### config.mk
export PLATFORM = sky130hd
export DESIGN_NAME = fft_radix2_iter
export DESIGN_NICKNAME = d
export VERILOG_FILES = /design/src/rtl/fft_pkg.sv /design/src/rtl/fft_bf_unit.sv /design/src/rtl/fft_radix2_iter.sv
export SDC_FILE = /design/constraint.sdc
export NUM_CORES = 2
export LEC_CHECK = 0
export ABC_CLOCK_PERIOD_IN_PS = 10700
export CAP_MARGIN = 20
export CORE_ASPECT_RATIO = 1.5
export CORE_UTILIZATION = 45
export DETAILED_ROUTE_END_ITERATION = 16
export GPL_TIMING_DRIVEN = 1
export PLACE_DENSITY_LB_ADDON = 0.1
export SLEW_MARGIN = 20
export SYNTH_ARGS = -nofsm -noshare
export SYNTH_HDL_FRONTEND = slang
export SYNTH_HIERARCHICAL = 1
export SYNTH_SLANG_ARGS = --single-unit
### constraint.sdc
create_clock -name clk -period 10.7 [get_ports clk]
set_input_delay 2.14 -clock clk [delete_from_list [all_inputs] [get_ports clk]]
set_output_delay 2.14 -clock clk [all_outputs]
set_load 0.05 [all_outputs]
### src/rtl/fft_pkg.sv
// Shared types and elaboration-time helpers for the iterative radix-2 FFT engine.
package fft_pkg;

  typedef enum logic [1:0] {
    LOAD    = 2'd0,
    COMPUTE = 2'd1,
    UNLOAD  = 2'd2
  } fft_state_t;

  localparam real TWO_PI = 6.283185307179586;

  function automatic int clog2(input int v);
    int r;
    int x;
    r = 0;
    x = 1;
    while (x < v) begin
      x = x * 2;
      r = r + 1;
    end
    return r;
  endfunction

  function automatic int bitrev(input int v, input int w);
    int r;
    r = 0;
    for (int i = 0; i < w; i++) begin
      r = (r << 1) | ((v >> i) & 1);
    end
    return r;
  endfunction

  function automatic real tw_scale(input int frac);
    real s;
    s = 1.0;
    for (int i = 0; i < frac; i++) begin
      s = s * 2.0;
    end
    return s;
  endfunction

  // Round half away from zero so the ROM is symmetric about both axes.
  function automatic int round_real(input real r);
    real a;
    if (r >= 0.0) begin
      a = $floor(r + 0.5);
    end else begin
      a = -$floor(-r + 0.5);
    end
    return int'(a);
  endfunction

  // Entry m of the N/2-deep twiddle table: round(2^frac * cos(2*pi*m/n)).
  function automatic int tw_cos(input int m, input int n, input int frac);
    return round_real($cos(TWO_PI * m / n) * tw_scale(frac));
  endfunction

  // Entry m of the N/2-deep twiddle table: round(-2^frac * sin(2*pi*m/n)).
  function automatic int tw_nsin(input int m, input int n, input int frac);
    return round_real(-$sin(TWO_PI * m / n) * tw_scale(frac));
  endfunction

endpackage

### src/rtl/fft_bf_unit.sv
// Combinational radix-2 DIT butterfly: y0 = a + b*w, y1 = a - b*w, optional /2 per stage.
module fft_bf_unit #(
  parameter int DATA_W  = 16,
  parameter int TW_FRAC = 8,
  parameter int SCALE   = 0
) (
  input  logic signed [DATA_W-1:0]  a_re,
  input  logic signed [DATA_W-1:0]  a_im,
  input  logic signed [DATA_W-1:0]  b_re,
  input  logic signed [DATA_W-1:0]  b_im,
  input  logic signed [TW_FRAC+1:0] w_re,
  input  logic signed [TW_FRAC+1:0] w_im,
  output logic signed [DATA_W-1:0]  y0_re,
  output logic signed [DATA_W-1:0]  y0_im,
  output logic signed [DATA_W-1:0]  y1_re,
  output logic signed [DATA_W-1:0]  y1_im
);

  localparam int PW = DATA_W + TW_FRAC + 4;

  logic signed [PW-1:0] t_re_s;
  logic signed [PW-1:0] t_im_s;
  logic signed [PW-1:0] s0_re_s;
  logic signed [PW-1:0] s0_im_s;
  logic signed [PW-1:0] s1_re_s;
  logic signed [PW-1:0] s1_im_s;
  logic                 unused_s;

  // Full-precision complex product, floor-shifted back to sample scale, then add/sub.
  always_comb begin
    t_re_s = ((PW'(b_re) * PW'(w_re)) - (PW'(b_im) * PW'(w_im))) >>> TW_FRAC;
    t_im_s = ((PW'(b_re) * PW'(w_im)) + (PW'(b_im) * PW'(w_re))) >>> TW_FRAC;
    if (SCALE != 0) begin
      s0_re_s = (PW'(a_re) + t_re_s) >>> 1;
      s0_im_s = (PW'(a_im) + t_im_s) >>> 1;
      s1_re_s = (PW'(a_re) - t_re_s) >>> 1;
      s1_im_s = (PW'(a_im) - t_im_s) >>> 1;
    end else begin
      s0_re_s = PW'(a_re) + t_re_s;
      s0_im_s = PW'(a_im) + t_im_s;
      s1_re_s = PW'(a_re) - t_re_s;
      s1_im_s = PW'(a_im) - t_im_s;
    end
  end

  // Dropping the upper bits is the intended wrap-on-overflow behaviour.
  assign y0_re = s0_re_s[DATA_W-1:0];
  assign y0_im = s0_im_s[DATA_W-1:0];
  assign y1_re = s1_re_s[DATA_W-1:0];
  assign y1_im = s1_im_s[DATA_W-1:0];

  assign unused_s = ^{s0_re_s[PW-1:DATA_W], s0_im_s[PW-1:DATA_W],
                      s1_re_s[PW-1:DATA_W], s1_im_s[PW-1:DATA_W]};

endmodule

### src/rtl/fft_radix2_iter.sv
// Iterative in-place N-point radix-2 DIT FFT/IFFT with streaming valid/ready load and unload.
module fft_radix2_iter
  import fft_pkg::*;
#(
  parameter int N       = 8,
  parameter int DATA_W  = 16,
  parameter int TW_FRAC = 8,
  parameter int SCALE   = 0
) (
  input  logic                      clk,
  input  logic                      rst,
  input  logic                      in_valid,
  output logic                      in_ready,
  input  logic signed [DATA_W-1:0]  in_real,
  input  logic signed [DATA_W-1:0]  in_imag,
  input  logic                      inverse,
  output logic                      out_valid,
  input  logic                      out_ready,
  output logic signed [DATA_W-1:0]  out_real,
  output logic signed [DATA_W-1:0]  out_imag,
  output logic [clog2(N)-1:0]       out_index,
  output logic                      out_last,
  output logic                      busy
);

  localparam int LG  = clog2(N);
  localparam int TWW = TW_FRAC + 2;
  localparam int SW  = 3;
  localparam logic [LG-1:0] IDX_FIRST = '0;
  localparam logic [LG-1:0] IDX_LAST  = LG'(N - 1);
  localparam logic [LG-2:0] BF_LAST   = (LG-1)'(N / 2 - 1);
  localparam logic [SW-1:0] ST_LAST   = SW'(LG - 1);

  fft_state_t               state_r;
  logic [LG-1:0]            cnt_r;
  logic [LG-2:0]            bfly_r;
  logic [SW-1:0]            stage_r;
  logic                     inv_r;
  logic signed [DATA_W-1:0] mem_re_r [N];
  logic signed [DATA_W-1:0] mem_im_r [N];

  logic signed [TWW-1:0]    tw_re_rom_s [N/2];
  logic signed [TWW-1:0]    tw_im_rom_s [N/2];

  logic [LG-2:0]            hmask_s;
  logic [LG-2:0]            j_s;
  logic [LG-1:0]            h_s;
  logic [LG-1:0]            p_s;
  logic [LG-1:0]            q_s;
  logic [LG-2:0]            tw_idx_s;
  logic [LG-1:0]            br_s;
  logic [LG-1:0]            nxt_s;
  logic signed [TWW-1:0]    w_re_s;
  logic signed [TWW-1:0]    w_im_s;
  logic signed [DATA_W-1:0] y0_re_s;
  logic signed [DATA_W-1:0] y0_im_s;
  logic signed [DATA_W-1:0] y1_re_s;
  logic signed [DATA_W-1:0] y1_im_s;

  for (genvar gi = 0; gi < N / 2; gi++) begin : g_rom
    localparam int TW_RE = tw_cos(gi, N, TW_FRAC);
    localparam int TW_IM = tw_nsin(gi, N, TW_FRAC);
    assign tw_re_rom_s[gi] = TWW'(TW_RE);
    assign tw_im_rom_s[gi] = TWW'(TW_IM);
  end

  // Butterfly operand addresses and twiddle index for (stage_r, bfly_r); p = g*2h + j, q = p + h.
  always_comb begin
    hmask_s  = ~({(LG-1){1'b1}} << stage_r);
    j_s      = bfly_r & hmask_s;
    h_s      = LG'(1) << stage_r;
    p_s      = {bfly_r & ~hmask_s, 1'b0} | {1'b0, j_s};
    q_s      = p_s + h_s;
    tw_idx_s = j_s << (ST_LAST - stage_r);
    br_s     = LG'(bitrev(int'(cnt_r), LG));
    nxt_s    = cnt_r + LG'(1);
    w_re_s   = tw_re_rom_s[tw_idx_s];
    if (inv_r) begin
      w_im_s = -tw_im_rom_s[tw_idx_s];
    end else begin
      w_im_s = tw_im_rom_s[tw_idx_s];
    end
  end

  fft_bf_unit #(
    .DATA_W (DATA_W),
    .TW_FRAC(TW_FRAC),
    .SCALE  (SCALE)
  ) u_bf (
    .a_re (mem_re_r[p_s]),
    .a_im (mem_im_r[p_s]),
    .b_re (mem_re_r[q_s]),
    .b_im (mem_im_r[q_s]),
    .w_re (w_re_s),
    .w_im (w_im_s),
    .y0_re(y0_re_s),
    .y0_im(y0_im_s),
    .y1_re(y1_re_s),
    .y1_im(y1_im_s)
  );

  // Register file: bit-reversed writes during load, butterfly write-back during compute.
  always_ff @(posedge clk) begin
    if (rst) begin
      for (int i = 0; i < N; i++) begin
        mem_re_r[i] <= '0;
        mem_im_r[i] <= '0;
      end
    end else if ((state_r == LOAD) && in_valid) begin
      mem_re_r[br_s] <= in_real;
      mem_im_r[br_s] <= in_imag;
    end else if (state_r == COMPUTE) begin
      mem_re_r[p_s] <= y0_re_s;
      mem_im_r[p_s] <= y0_im_s;
      mem_re_r[q_s] <= y1_re_s;
      mem_im_r[q_s] <= y1_im_s;
    end
  end

  // Frame sequencer with registered handshake and output signals.
  always_ff @(posedge clk) begin
    if (rst) begin
      state_r   <= LOAD;
      cnt_r     <= '0;
      bfly_r    <= '0;
      stage_r   <= '0;
      inv_r     <= 1'b0;
      in_ready  <= 1'b1;
      out_valid <= 1'b0;
      out_last  <= 1'b0;
      busy      <= 1'b0;
      out_real  <= '0;
      out_imag  <= '0;
      out_index <= '0;
    end else begin
      case (state_r)
        LOAD: begin
          if (in_valid) begin
            if (cnt_r == IDX_FIRST) begin
              inv_r <= inverse;
            end
            if (cnt_r == IDX_LAST) begin
              cnt_r    <= '0;
              state_r  <= COMPUTE;
              in_ready <= 1'b0;
              busy     <= 1'b1;
            end else begin
              cnt_r <= nxt_s;
            end
          end
        end
        COMPUTE: begin
          if (bfly_r == BF_LAST) begin
            bfly_r <= '0;
            if (stage_r == ST_LAST) begin
              // Address 0 is last written by the first butterfly of the final stage, so it is settled here.
              stage_r   <= '0;
              state_r   <= UNLOAD;
              out_valid <= 1'b1;
              out_last  <= 1'b0;
              out_index <= IDX_FIRST;
              out_real  <= mem_re_r[IDX_FIRST];
              out_imag  <= mem_im_r[IDX_FIRST];
            end else begin
              stage_r <= stage_r + SW'(1);
            end
          end else begin
            bfly_r <= bfly_r + (LG-1)'(1);
          end
        end
        UNLOAD: begin
          if (out_ready) begin
            if (cnt_r == IDX_LAST) begin
              cnt_r     <= '0;
              state_r   <= LOAD;
              in_ready  <= 1'b1;
              busy      <= 1'b0;
              out_valid <= 1'b0;
              out_last  <= 1'b0;
              out_index <= '0;
              out_real  <= '0;
              out_imag  <= '0;
            end else begin
              cnt_r     <= nxt_s;
              out_index <= nxt_s;
              out_real  <= mem_re_r[nxt_s];
              out_imag  <= mem_im_r[nxt_s];
              out_last  <= (nxt_s == IDX_LAST);
            end
          end
        end
        default: begin
          state_r <= LOAD;
        end
      endcase
    end
  end

endmodule

==> qor.yml <==
status:
  outcome: "complete, but fails checks"
  violations: "negative setup slack"
placed_design:
  io_buffers: 75
  place_congestion: 0.915
  preCtsSetupSlack_ns: -0.692
  dpl.hpwl_um: 124000
  post_dp_cell_area_um2: 53200
min_path:
  hold_depth: 2
  holdPathEnd: "out_index[1]"
  hp-start: "out_index[1]"
  holdCritPathClass: "reg2reg"
yosys:
  synth_top_area_cell: "fa_1"
  postSynthCellCount: 4939
  synth_top_area_frac: 0.258
  synth_nets: 5833
  avgSynthCellArea_um2: 9.52
  ys_warn_count: 6
  synth_area_um2: 47000
  yosys-top-cells-area: "fa_1, edfxtp_1, ha_1"
  synth_ff_type: "edfxtp_1"
  ys_seq_elements: 306
  ys_seq_area_frac: 0.185
  synth_cell_types: 88
  synth_edf_count: 256
  synth.most_common_cell: "inv_1"
  synthArstFlopShare: 0
  ys_top_cells_by_count: "inv_1, fa_1, nand2_1, clkbuf_1, and2_1"
cells_and_area:
  final_util: 0.563
  multi_input_area_um2: 36400
  nets: 6233
  fin_area_um2: 58100
  drive_gt1_frac: 0.278
  register_area_um2: 8700
  fill_cells: 9135
  areaGrowthSynthToFinish_pct: 23.5
timing:
  slew_headroom: 0.194
  fin_crit_ns: 10.79
  setup_tns_ns: -0.655
  timing_hold_violations_final: 0
  maxSlewViolCount: 0
  period_share: 1.01
  max_freq_ghz: 0.0927
  rsz0062_at_grt: "true"
  worst_pin_slew_ns: 1.20
  setup_violations: 23
  fin_skew_ns: 0.0199
  layout_setup_ws_ns: -0.0884
floorplanning:
  chipHeight_um: 398
  dieArea_um2: 106000
  coreArea_um2: 103000
  floorplan.initialDensity: 0.456
  ioPinCount: 76
  die_w_um: 266
  row_count: 144
clocking:
  cts_max_level: 1
  path_clk_slew_ns: 0.08
  cts_tree: "done"
  clockBufferDepth: 3
  cts_hold_buf: 0
  cts-root-buf: "clkbuf_16"
  clk_latency_ns: 0.61
  numCtsBuffers: 29
  cts_sinks: 306
route:
  ant_nets: 0
  vias_per_cell: 5.91
  wire_per_inst_um: 26.3
  routed_wirelength_um: 178000
  drtIter0Drc: 3652
  route.detailed.drc: 0
  firstDrtPassIters: 6
  vias: 39900
grt:
  antenna_found_initial: 2
  grt_usage: 0.334
  gr-total-overflow: 0
  grt_max_degree: 70
  grt_pass1_vias: 41100
  grt_first_pass_wirelength_um: 259000
power:
  ir_drop_uv: 135
  p_leak_nw: 25.1
  p_per_area_nw_per_um2: 83.3
worst_setup_path:
  timing.rr.start: "stage_r[0]"
  critical_path_class: "reg2reg"
  cpMostUsedCell: "fa_1"
  crit_fanout: 7
  cp_top_family: "adder cells"
  worstPathRequired_ns: 11.06
  cp_num_buf_inv: 11
  critPathCaptureType: "flop"
  slowest_delay_ns: 0.86
  r2r_slack_ns: -0.09
  r2r-end: "mem_re_r[3][14]"
  cpMaxStageDelayCell: "fa_4"
  setup.worst_path.start_class: "flop"
  worstPathArrival_ns: 11.15
  reg2reg_depth: 48
flow_run:
  cap_violations: 0
[cells in the final DEF (no fill, tap or decap), types with 25 or more instances in the layout]
| cell | Yosys | final |
|---|---|---|
| buf_4 | 7 | 529 |
| mux2i_1 | 60 | 54 |
| nand3_1 | 146 | 141 |
| o221ai_1 | 64 | 64 |
| fa_1 | 605 | 581 |
| o21ai_1 | 33 | 44 |
| dfxtp_1 | 50 | 45 |
| nor2_1 | 119 | 102 |
| xor2_1 | 36 | 29 |
| and3_1 | 73 | 71 |
| edfxtp_1 | 256 | 256 |
| o22ai_1 | 98 | 69 |
| nor2b_1 | 35 | 33 |
| inv_1 | 773 | 738 |
| a21oi_2 | 1 | 30 |
| nand2_1 | 601 | 577 |
| mux2_2 | 191 | 187 |
| and2_1 | 275 | 260 |
| inv_2 | 0 | 34 |
| ha_1 | 252 | 203 |
| a211oi_2 | 0 | 30 |
| nand2b_1 | 69 | 63 |
| mux4_2 | 128 | 128 |
| clkdlybuf4s50_1 | 0 | 74 |
| o22ai_2 | 0 | 25 |
| clkbuf_16 | 0 | 40 |
| ha_4 | 0 | 40 |
| o2bb2ai_1 | 32 | 31 |
| o21ai_0 | 90 | 69 |
| buf_6 | 1 | 57 |
| o31ai_1 | 163 | 134 |
| xnor2_1 | 110 | 92 |
| buf_12 | 0 | 73 |
| a21oi_1 | 72 | 33 |
[flip-flops by register name, indices dropped and copies added (netlist names)]
| name | count |
|---|---|
| cnt_r | 3 |
| inv_r | 1 |
| out_real | 16 |
| stage_r | 3 |
| state_r | 2 |
| bfly_r | 2 |
| busy | 1 |
| out_index | 3 |
| out_last | 1 |
| mem_re_r | 128 |
| out_valid | 1 |
| mem_im_r | 128 |
| in_ready | 1 |
| out_imag | 16 |
[final cells by class]
class,count,area share
repair buffers,763,0.127
flip-flops and latches,306,0.150
inverters,773,0.0500
clock buffers,39,0.0137
diodes,3,0.000129
multi-input cells,3466,0.626
well taps,1387,0.0299
clock inverters,14,0.00319
[routing by layer]
layer / vias to the layer above / global-route usage / wire [um] / part of all wire
li1: 17200 / - / - / -
met1: 20300 / 0.386 / 62700 / 0.35
met2: 1839 / 0.585 / 89800 / 0.51
met3: 568 / 0.0358 / 11800 / 0.067
met4: 0 / 0.220 / 13200 / 0.074
met5: - / 0 / 0 / 0
[logic make-up (layout without fill, tap and decap cells)]
family	after synthesis	after routing	share of synthesized area
compound gates	674	674	0.0993
xor+xnor	148	148	0.0280
fa+ha+maj	857	857	0.325
buf+inv	1168	1589	0.0955
flops	306	306	0.185
mux	394	394	0.124
other cells	0	3	0
simple gates	1392	1393	0.144
[worst max path at each step]
stage / start / to / depth (start not counted)
2_1_floorplan: stage_r[2] / mem_re_r[3][14] / 48
3_3_place_gp: stage_r[0] / mem_re_r[3][14] / 45
3_5_place_dp: stage_r[2] / mem_re_r[3][15] / 40
4_1_cts: stage_r[2] / mem_re_r[3][15] / 45
5_1_grt: stage_r[2] / mem_re_r[3][15] / 48
6_report: stage_r[0] / mem_re_r[3][14] / 48
[what timing repair did]
item                                    in CTS  in global routing
pin swaps                                   83                155
gates resized for setup                    229                300
cloned                                       5                  5
endpoints found under the setup margin     129                144
setup buffers                               88                 58
[power breakdown]
part           total [mW]  leakage [nW]  switching, mW  internal, mW
logic                2.31          21.5           1.25          1.06
clock network        1.14         0.472          0.517         0.619
registers            1.39          3.06         0.0585          1.34
total                4.84          25.1           1.82          3.02
[through the flow]
stage               power (mW)  hold slack, ns  std cells
floorplan                 2.43           0.510       4939
global placement          3.35           0.447       6550
detailed placement        3.34           0.446       6550
CTS                       4.58           0.462       6690
global route              5.01           0.472       6748
finish                    4.84           0.465       6751
[worst min-delay path: stages, from the launching register on]
cell and delay (ns):
dfxtp_1 0.32, nand2_1 0.05, a21oi_1 0.05
Note: power is estimated with default switching activity, not from simulation.
